$ cat config.mk
export PLATFORM = sky130hd
export DESIGN_NAME = axi_read_slave_port_flat
export DESIGN_NICKNAME = d
export VERILOG_FILES = /design/src/rtl/axi_pkg.sv /design/src/rtl/axi_read_slave_port_if.sv /design/src/rtl/axi_burst_addr_gen.sv /design/src/rtl/axi_read_slave_port.sv /design/src/flat_wrapper.sv
export SDC_FILE = /design/constraint.sdc
export NUM_CORES = 1
export LEC_CHECK = 0
export CAP_MARGIN = 10
export CORE_ASPECT_RATIO = 0.6
export CORE_MARGIN = 4
export CORE_UTILIZATION = 59
export CTS_BUF_LIST = sky130_fd_sc_hd__clkbuf_4
export CTS_CLUSTER_SIZE = 28
export DETAILED_ROUTE_END_ITERATION = 10
export DONT_BUFFER_PORTS = 1
export PLACE_DENSITY_LB_ADDON = 0.25
export SYNTH_ARGS = -nofsm -noshare
export SYNTH_HDL_FRONTEND = slang
export SYNTH_HIERARCHICAL = 1
export SYNTH_SLANG_ARGS = --single-unit
$ cat constraint.sdc
create_clock -name ACLK -period 5.2 [get_ports ACLK]
set_clock_uncertainty 0.05 [all_clocks]
set_input_delay 0.52 -clock ACLK [delete_from_list [all_inputs] [get_ports ACLK]]
set_output_delay 0.52 -clock ACLK [all_outputs]
set_load 0.005 [all_outputs]
$ cat src/rtl/axi_pkg.sv
// Shared AXI definitions: channel widths, burst/resp encodings, read FSM states.
package axi_pkg;

  localparam int unsigned AXI_ID_W    = 4;
  localparam int unsigned AXI_IDS_W   = 8;
  localparam int unsigned AXI_ADDR_W  = 32;
  localparam int unsigned AXI_LEN_W   = 4;
  localparam int unsigned AXI_SIZE_W  = 3;
  localparam int unsigned AXI_DATA_W  = 32;
  localparam int unsigned AXI_BURST_W = 2;
  localparam int unsigned AXI_RESP_W  = 2;

  // Largest beat size a 32-bit data bus can carry (log2 bytes).
  localparam logic [AXI_SIZE_W-1:0] AXI_MAX_SIZE = AXI_SIZE_W'(2);

  typedef enum logic [AXI_BURST_W-1:0] {
    BURST_FIXED = 2'b00,
    BURST_INCR  = 2'b01,
    BURST_WRAP  = 2'b10
  } burst_e;

  localparam logic [AXI_RESP_W-1:0] RESP_OKAY   = 2'b00;
  localparam logic [AXI_RESP_W-1:0] RESP_SLVERR = 2'b10;
  localparam logic [AXI_RESP_W-1:0] RESP_DECERR = 2'b11;

  typedef enum logic [1:0] {
    RD_IDLE,
    RD_FETCH,
    RD_RESP
  } rd_state_e;

  // Latched read-address request.
  typedef struct packed {
    logic [AXI_IDS_W-1:0]   id;
    logic [AXI_ADDR_W-1:0]  addr;
    logic [AXI_LEN_W-1:0]   len;
    logic [AXI_SIZE_W-1:0]  size;
    logic [AXI_BURST_W-1:0] burst;
  } ar_req_t;

  // Beat sizes wider than the data bus are answered with SLVERR.
  function automatic logic size_err(input logic [AXI_SIZE_W-1:0] size);
    return size > AXI_MAX_SIZE;
  endfunction

endpackage

$ cat src/rtl/axi_read_slave_port_if.sv
// Slave-side AXI read address / read data channels.
interface axi_read_slave_port_if;
  import axi_pkg::*;

  logic [AXI_IDS_W-1:0]   ARID_S;
  logic [AXI_ADDR_W-1:0]  ARADDR_S;
  logic [AXI_LEN_W-1:0]   ARLEN_S;
  logic [AXI_SIZE_W-1:0]  ARSIZE_S;
  logic [AXI_BURST_W-1:0] ARBURST_S;
  logic                   ARVALID_S;
  logic                   ARREADY_S;

  logic [AXI_IDS_W-1:0]   RID_S;
  logic [AXI_DATA_W-1:0]  RDATA_S;
  logic [AXI_RESP_W-1:0]  RRESP_S;
  logic                   RLAST_S;
  logic                   RVALID_S;
  logic                   RREADY_S;

  modport slave (
    input  ARID_S, ARADDR_S, ARLEN_S, ARSIZE_S, ARBURST_S, ARVALID_S, RREADY_S,
    output ARREADY_S, RID_S, RDATA_S, RRESP_S, RLAST_S, RVALID_S
  );

  modport master (
    output ARID_S, ARADDR_S, ARLEN_S, ARSIZE_S, ARBURST_S, ARVALID_S, RREADY_S,
    input  ARREADY_S, RID_S, RDATA_S, RRESP_S, RLAST_S, RVALID_S
  );

endinterface

$ cat src/rtl/axi_burst_addr_gen.sv
// Next beat byte address for FIXED / INCR / WRAP bursts (reserved encoding acts as INCR).
module axi_burst_addr_gen
  import axi_pkg::*;
(
  input  logic [AXI_ADDR_W-1:0]  addr,
  input  logic [AXI_SIZE_W-1:0]  size,
  input  logic [AXI_LEN_W-1:0]   len,
  input  logic [AXI_BURST_W-1:0] burst,
  output logic [AXI_ADDR_W-1:0]  next_addr_c
);

  logic [AXI_ADDR_W-1:0] inc;
  logic [AXI_ADDR_W-1:0] incr_addr;
  logic [AXI_ADDR_W-1:0] wrap_bytes;
  logic [AXI_ADDR_W-1:0] wrap_mask;
  logic                  wrap_ok;

  // Wrap is legal only for 2/4/8/16-beat bursts; anything else degrades to INCR.
  always_comb begin
    inc        = AXI_ADDR_W'(1) << size;
    incr_addr  = addr + inc;
    wrap_ok    = (len == 4'd1) || (len == 4'd3) || (len == 4'd7) || (len == 4'd15);
    wrap_bytes = (AXI_ADDR_W'(len) + AXI_ADDR_W'(1)) << size;
    wrap_mask  = wrap_bytes - AXI_ADDR_W'(1);
    next_addr_c = incr_addr;
    case (burst)
      BURST_FIXED: next_addr_c = addr;
      BURST_WRAP: begin
        if (wrap_ok) begin
          next_addr_c = (addr & ~wrap_mask) | (incr_addr & wrap_mask);
        end
      end
      default: next_addr_c = incr_addr;
    endcase
  end

endmodule

$ cat src/rtl/axi_read_slave_port.sv
// AXI4 read responder: one outstanding burst, each beat fetched from a 1-cycle SRAM.
module axi_read_slave_port
  import axi_pkg::*;
#(
  parameter int unsigned MEM_AW = 14,
  parameter int unsigned DATA_W = 32
) (
  input  logic                  ACLK,
  input  logic                  ARESETn,
  axi_read_slave_port_if.slave  rd,
  output logic                  mem_cs,
  output logic [MEM_AW-1:0]     mem_addr,
  input  logic [DATA_W-1:0]     mem_rdata
);

  rd_state_e state;
  rd_state_e state_d;

  ar_req_t               req;
  logic                  err;
  logic [AXI_LEN_W-1:0]  beat_cnt;

  logic [AXI_IDS_W-1:0]  rid;
  logic [AXI_DATA_W-1:0] rdata;
  logic [AXI_RESP_W-1:0] rresp;
  logic                  rlast;
  logic                  rvalid;

  logic                  ar_load;
  logic                  beat_load;
  logic                  beat_adv;
  logic                  beat_done;
  logic [AXI_ADDR_W-1:0] next_addr;
  logic [AXI_ADDR_W-1:0] fetch_addr;
  logic                  unused_fetch_bits;

  axi_burst_addr_gen u_addr_gen (
    .addr        (req.addr),
    .size        (req.size),
    .len         (req.len),
    .burst       (req.burst),
    .next_addr_c (next_addr)
  );

  // State register.
  always_ff @(posedge ACLK or negedge ARESETn) begin
    if (!ARESETn) begin
      state <= RD_IDLE;
    end else begin
      state <= state_d;
    end
  end

  // Next state, datapath strobes and the same-cycle SRAM fetch.
  always_comb begin
    state_d    = state;
    ar_load    = 1'b0;
    beat_load  = 1'b0;
    beat_adv   = 1'b0;
    beat_done  = 1'b0;
    mem_cs     = 1'b0;
    fetch_addr = '0;
    case (state)
      RD_IDLE: begin
        if (rd.ARVALID_S) begin
          ar_load = 1'b1;
          state_d = RD_FETCH;
          if (!size_err(rd.ARSIZE_S)) begin
            mem_cs     = 1'b1;
            fetch_addr = rd.ARADDR_S;
          end
        end
      end
      RD_FETCH: begin
        beat_load = 1'b1;
        state_d   = RD_RESP;
      end
      RD_RESP: begin
        if (rvalid && rd.RREADY_S) begin
          if (rlast) begin
            beat_done = 1'b1;
            state_d   = RD_IDLE;
          end else begin
            beat_adv = 1'b1;
            state_d  = RD_FETCH;
            if (!err) begin
              mem_cs     = 1'b1;
              fetch_addr = next_addr;
            end
          end
        end
      end
      default: state_d = RD_IDLE;
    endcase
  end

  // Request latch and beat counter.
  always_ff @(posedge ACLK or negedge ARESETn) begin
    if (!ARESETn) begin
      req      <= '0;
      err      <= 1'b0;
      beat_cnt <= '0;
    end else if (ar_load) begin
      req.id    <= rd.ARID_S;
      req.addr  <= rd.ARADDR_S;
      req.len   <= rd.ARLEN_S;
      req.size  <= rd.ARSIZE_S;
      req.burst <= rd.ARBURST_S;
      err       <= size_err(rd.ARSIZE_S);
      beat_cnt  <= '0;
    end else if (beat_adv) begin
      req.addr <= next_addr;
      beat_cnt <= beat_cnt + AXI_LEN_W'(1);
    end
  end

  // R channel registers; held stable while the master stalls.
  always_ff @(posedge ACLK or negedge ARESETn) begin
    if (!ARESETn) begin
      rid    <= '0;
      rdata  <= '0;
      rresp  <= RESP_OKAY;
      rlast  <= 1'b0;
      rvalid <= 1'b0;
    end else if (beat_load) begin
      rid    <= req.id;
      rdata  <= err ? '0 : AXI_DATA_W'(mem_rdata);
      rresp  <= err ? RESP_SLVERR : RESP_OKAY;
      rlast  <= (beat_cnt == req.len);
      rvalid <= 1'b1;
    end else if (beat_adv) begin
      rvalid <= 1'b0;
    end else if (beat_done) begin
      rvalid <= 1'b0;
      rlast  <= 1'b0;
    end
  end

  // Upper address bits are decoded by the interconnect; the low two select a byte lane.
  assign mem_addr          = fetch_addr[MEM_AW+1:2];
  assign unused_fetch_bits = ^{fetch_addr[AXI_ADDR_W-1:MEM_AW+2], fetch_addr[1:0]};

  assign rd.ARREADY_S = (state == RD_IDLE);
  assign rd.RID_S     = rid;
  assign rd.RDATA_S   = rdata;
  assign rd.RRESP_S   = rresp;
  assign rd.RLAST_S   = rlast;
  assign rd.RVALID_S  = rvalid;

endmodule

$ cat src/flat_wrapper.sv
// flat-port wrapper written by rule: the top's interface ports become plain ports
module axi_read_slave_port_flat import axi_pkg::*;
#(
  parameter int unsigned MEM_AW = 14,
  parameter int unsigned DATA_W = 32
)
  (ACLK, ARESETn, mem_cs, mem_addr, mem_rdata, rd_ARID_S, rd_ARADDR_S, rd_ARLEN_S, rd_ARSIZE_S, rd_ARBURST_S, rd_ARVALID_S, rd_RREADY_S, rd_ARREADY_S, rd_RID_S, rd_RDATA_S, rd_RRESP_S, rd_RLAST_S, rd_RVALID_S);
  axi_read_slave_port_if rd_i ();
  input  logic ACLK;
  input  logic ARESETn;
  output logic mem_cs;
  output logic [MEM_AW-1:0] mem_addr;
  input  logic [DATA_W-1:0] mem_rdata;
  input wire logic [$bits(rd_i.ARID_S)-1:0] rd_ARID_S;
  input wire logic [$bits(rd_i.ARADDR_S)-1:0] rd_ARADDR_S;
  input wire logic [$bits(rd_i.ARLEN_S)-1:0] rd_ARLEN_S;
  input wire logic [$bits(rd_i.ARSIZE_S)-1:0] rd_ARSIZE_S;
  input wire logic [$bits(rd_i.ARBURST_S)-1:0] rd_ARBURST_S;
  input wire logic [$bits(rd_i.ARVALID_S)-1:0] rd_ARVALID_S;
  input wire logic [$bits(rd_i.RREADY_S)-1:0] rd_RREADY_S;
  output wire logic [$bits(rd_i.ARREADY_S)-1:0] rd_ARREADY_S;
  output wire logic [$bits(rd_i.RID_S)-1:0] rd_RID_S;
  output wire logic [$bits(rd_i.RDATA_S)-1:0] rd_RDATA_S;
  output wire logic [$bits(rd_i.RRESP_S)-1:0] rd_RRESP_S;
  output wire logic [$bits(rd_i.RLAST_S)-1:0] rd_RLAST_S;
  output wire logic [$bits(rd_i.RVALID_S)-1:0] rd_RVALID_S;
  assign rd_i.ARID_S = rd_ARID_S;
  assign rd_i.ARADDR_S = rd_ARADDR_S;
  assign rd_i.ARLEN_S = rd_ARLEN_S;
  assign rd_i.ARSIZE_S = rd_ARSIZE_S;
  assign rd_i.ARBURST_S = rd_ARBURST_S;
  assign rd_i.ARVALID_S = rd_ARVALID_S;
  assign rd_i.RREADY_S = rd_RREADY_S;
  assign rd_ARREADY_S = rd_i.ARREADY_S;
  assign rd_RID_S = rd_i.RID_S;
  assign rd_RDATA_S = rd_i.RDATA_S;
  assign rd_RRESP_S = rd_i.RRESP_S;
  assign rd_RLAST_S = rd_i.RLAST_S;
  assign rd_RVALID_S = rd_i.RVALID_S;
  axi_read_slave_port #(.MEM_AW(MEM_AW), .DATA_W(DATA_W)) u_core (.ACLK(ACLK), .ARESETn(ARESETn), .rd(rd_i), .mem_cs(mem_cs), .mem_addr(mem_addr), .mem_rdata(mem_rdata));
endmodule
Word level (Yosys, flattened, before mapping)
Index checks and enable logic that the tools add are counted.
W data, S select, Z words.

cells by class
  $add $sub $neg = 4
  multipliers = 0
  divide/modulo/power cells = 0
  magnitude comparators = 1
  equality and inequality tests = 11
  shift operators = 2
  multiplexer cells = 38
  bitwise logic cells = 4
  reductions and logical operators = 11

operators by type and width
  kind                     number
  $mux W32                 4
  $mux W16                 5
  $and A32 B32 Y32         2
  $pmux W32 S2             1
  $add A32 B32 Y32         1
  $not A32 Y32             1
  $or A32 B32 Y32          1
  $pmux W16 S2             1
  $shl A1 B3 Y32 const A   1
  $shl A5 B3 Y32           1
  $sub A32 B1 Y32 const B  1
  $mux W1                  20
  $mux W4                  2
  $mux W2                  3
  $pmux W2 S3              1
  $add A4 B1 Y5 const B    1
  $add A4 B1 Y4 const B    1
  $eq A2 B2 Y1 const B     2
  $eq A4 B1 Y1 const B     1
  $eq A4 B2 Y1 const B     1
  $eq A4 B3 Y1 const B     1
  $eq A4 B4 Y1             1
  $eq A4 B4 Y1 const B     1
  $logic_not A2 Y1         2
  10 further kinds         15

storage, ports and cells
  register bits after elaboration = 100
  latch bits = 0
  bits in writable memories = 0
  bits in read-only memories = 0
  bits of input ports = 85
  output and inout port bits = 60
  memories kept = 0

Depth between registers and ports, before layout
  depth in word-level cells = 12
  depth in mapped cells = 16

Modules after synthesis
The synthesis kept the hierarchy.

modules (own cells, without submodules)
  module               times used  cells each  area an instance (sq um)  sequential area each (sq um)
  axi_read_slave_port  1           437         4441.8                    2477.4
  axi_burst_addr_gen   1           266         1931.9                    0.0

Worst setup path after synthesis
Ideal clock, no wire load.

  kind = register -> output
  start = register u_core/req[3] (netlist name)
  end = output mem_addr[10]
  arrival time = 3.264 ns
  slack = 1.366 ns
  stages on the path, launching flop included = 16
  path through = dfrtp_1 > buf_4 > clkbuf_1 > nor2_1 > and2_1 > fa_1 > a21o_1 > a21oi_1 > o21a_1 > o21ai_0 > and2b_2 > and2_2 > a31oi_4 > nor2_1 > xor2_1 > a22o_1

on the way
  longest elaborated chain between the ends = 11

ends and longest elaborated chain
  element                         RTL line                   text
  $shl A5 B3 Y32                  axi_burst_addr_gen.sv:23   wrap_bytes = (AXI_ADDR_W'(len) + AXI_ADDR_W'(1)) << size;
  $sub A32 B1 Y32                 axi_burst_addr_gen.sv:24   wrap_mask = wrap_bytes - AXI_ADDR_W'(1);
  $not A32 Y32                    axi_burst_addr_gen.sv:30   next_addr_c = (addr & ~wrap_mask) | (incr_addr & wrap_mask);
  $and A32 B32 Y32                axi_burst_addr_gen.sv:30
  $or A32 B32 Y32                 axi_burst_addr_gen.sv:30
  $mux W32                        axi_burst_addr_gen.sv:29   if (wrap_ok) begin
  $pmux W32 S2 (*)                axi_burst_addr_gen.sv:26   case (burst)
  named net u_core.next_addr[12]  axi_read_slave_port.sv:33  logic [AXI_ADDR_W-1:0] next_addr;
  $mux W16 (*)                    axi_read_slave_port.sv:86  if (!err) begin
  $mux W16 (*)                    axi_read_slave_port.sv:80  if (rlast) begin
  $mux W16 (*)                    axi_read_slave_port.sv:79  if (rvalid && rd.RREADY_S) begin
  $pmux W16 S2 (*)                axi_read_slave_port.sv:63  case (state)
  to (decl)                       flat_wrapper.sv:12         output logic [MEM_AW-1:0] mem_addr;

Mark *: on every way through the listed nets, which the timed path passes. The rest lies on a longest branch.

Worst setup path in the final report
  start = register u_core/req[5] (netlist name)
  end = output mem_addr[9]

on the way
  longest elaborated chain between the ends = 12

ends and longest elaborated chain
  element                         RTL line
  $add A4 B1 Y5                   axi_burst_addr_gen.sv:23
  $shl A5 B3 Y32                  axi_burst_addr_gen.sv:23
  $sub A32 B1 Y32                 axi_burst_addr_gen.sv:24
  $not A32 Y32                    axi_burst_addr_gen.sv:30
  $and A32 B32 Y32                axi_burst_addr_gen.sv:30
  $or A32 B32 Y32                 axi_burst_addr_gen.sv:30
  $mux W32 (*)                    axi_burst_addr_gen.sv:29
  $pmux W32 S2 (*)                axi_burst_addr_gen.sv:26
  named net u_core.next_addr[11]  axi_read_slave_port.sv:33
  $mux W16 (*)                    axi_read_slave_port.sv:86
  $mux W16 (*)                    axi_read_slave_port.sv:80
  $mux W16 (*)                    axi_read_slave_port.sv:79
  $pmux W16 S2 (*)                axi_read_slave_port.sv:63

Marked as above.

==> results.md <==
* CP arrival at 4.21 ns
* Critical-path cell list: ha_1, xnor2_4, o221ai_2, a221oi_2, or3b_4, or2_4, nor3_1, ha_1, a21boi_0, o211ai_1, xnor2_1, a22o_1
* Synth warn at 6
* CP endpoint kind: output port
* Vias in the first global route at 3982
* Seq pwr share at 36.2%
* Total CTS buffers at 9
* First-pass GRT wire length at 20500 um
* Post-CTS sizing at 0
* Area delta synth->final at 2.00%
* Max Fanout on Critical Path at 17
* Final count of hold timing violations at 0
* Total gr overflow at 0
* Sink Count at 83
* H-tree depth at 3
* Total power per unit cell area at 667 mW/mm^2
* Share of layout cells above drive strength 1 at 11.0%
* Max Freq at 0.209 GHz
* Crit Path Category: reg -> out
* GPL Wtd Cong at 0.974
* CTS tree: yes
* Pwr Total at 3.57 mW
* Root buffer cell: clkbuf_4
* Final critical-path share of the clock period at 91.8%
* WL/cell at 18.1 um
* Drt via density at 6.00
* Max-slew violation count at 0
* Gr usage total at 24.6%
* CTS clk-pin slew, worst paths at 0.15 ns
* Worst setup SP type: flip-flop
* CP max stage delay at 0.71 ns
* Final #Nets at 678
* Syn nets at 705
* Worst skew pair latency at 0.43 ns
* Pleak at 2.41 nW
* Unrepaired setup endpoints after global routing: no
* Status: completed
* Pre-Repair DR Iteration Count at 5
* Slew HR at 22.8%
* CP max stage cell: dfrtp_1
* Global routing usage on met3 at 7.69%
* FP Rows at 26
* Post-CTS setup buffer count at 0
* Via count at 4176
* Post-CTS Hold Buffers at 2
* Count of buffers from port buffering at 0
* HPWL Detailed at 9010 um
* Worst slew pin tran at 1.16 ns
* Met2 usage at 36.7%
* Post-route ant nets at 0
* Hold WC Path Type: in -> reg
* Psw at 1.71 mW
* Sw frac at 48.0%
* Min Tclk post-route at 4.78 ns
* Multi-input logic area at 0.00284 mm^2
* Syn Inst Count at 606
* Reg area at 0.00208 mm^2
* Largest net degree at the start of global routing at 84
* Max-cap check violation count at 0
* Post-Syn Area per Cell at 8.66 um^2
* N_diodes at 0
* Initial core utilization at 61.1%
* Core Box Area at 0.00859 mm^2
* Clk pwr share at 9.7%
* Iter 0 DRT Violations at 423
* Fillcell total at 757
* Routed wire length at 12600 um
* DR DRC count at 0
* Chip height at 81.1 um
* I/O Pins at 145
* VDD IR max at 0.360 mV
* Crit-path most repeated cell: ha_1
* Die area at 0.0105 mm^2
* Grt met1 use at 35.6%
* Setup TNS at 0 ns
* GR peak layer: met2
* Area of the mapped netlist at 0.00525 mm^2
* Combinational power share at 54.0%
* Clk buf depth at 2
* Initial antenna violation count at 0
* Die W at 130 um
* Worst path required time at 4.63 ns
* Number of setup violations in the final report at 0
* Internal power at 1.86 mW
[metrics by stage]
step	instances	area (um^2)	utilization (%)	hold slack, ns	setup WS, ns
2_1_floorplan	606	5250	-	0.174	1.49
3_3_place_gp	678	5190	60.4	0.176	1.06
3_5_place_dp	678	5190	60.4	0.176	0.951
4_1_cts	696	5350	62.3	0.105	0.432
5_1_grt	696	5350	62.3	0.0906	0.105
6_report	696	5350	62.3	0.131	0.424
[placed cells by master, fill, tap and decap left out, drive strengths merged, types with 3 or more instances in the layout]
cell	n
nand4	3
ha	13
xor2	6
mux2i	3
a21oi	37
nor3	4
a311o	3
and2b	3
nor2b	4
clkbuf	10
o32ai	14
or3b	3
o21ai	43
nor2	26
o31ai	3
dfrtp	83
a31oi	3
inv	27
and3	4
a22o	15
mux2	11
o21a	4
nand2	135
buf	6
nand2b	39
xnor2	22
a21o	6
or2	4
clkinvlp	3
nand3	7
[metal layers]
metal / vias up / wire [um]
met3: 13 / 1170
met1: 1987 / 6040
met2: 160 / 5290
li1: 2016 / -
met4: 0 / 95
met5: - / 0
[path summary, 6_finish.rpt]
check                          startpoint               endpoint  slack (ns)  cells after the start
min in group asynchronous         ARESETn      u_core/rd.RLAST_S        0.67                      2
hold / removal              rd_ARLEN_S[0]          u_core/req[5]        0.13                      2
max in group asynchronous         ARESETn  u_core/rd.RDATA_S[21]        4.11                      2
hold reg to reg            u_core/req[48]     u_core/rd.RID_S[7]        0.42                      2
setup / recovery            u_core/req[5]            mem_addr[9]        0.42                     12
setup reg to reg            u_core/req[5]         u_core/req[20]        1.15                     13
[sequential cells by signal, summed over array words and instances (netlist names), 2 cells and up]
register           cells
u_core/rd.RDATA_S     32
u_core/beat_cnt        4
u_core/rd.RID_S        8
u_core/state           2
u_core/req            33
[cell type report]
class	count	area share (%)
sequential	83	38.8
clock inverter	6	0.912
multi-input combinational	453	53.1
tap	112	2.62
clock buffer	10	1.40
timing repair buffer	7	1.40
inverter	25	1.75
[critical path, delay by kind of cell, from the launching register on]
kind / cells / cell delay [ns]
compound gates: 5 / 1.01
flops: 1 / 0.71
simple gates: 3 / 0.86
xor+xnor: 2 / 0.44
fa+ha+maj: 2 / 0.75
[power groups by stage]
stage	sequential [mW]	combinational [mW]	clock, mW
floorplan	1.10	1.73	0
global placement	1.29	1.82	0
detailed placement	1.30	1.88	0
CTS	1.29	1.91	0.359
global route	1.34	2.16	0.393
finish	1.29	1.93	0.347
Power figures use the tool's default switching activity.
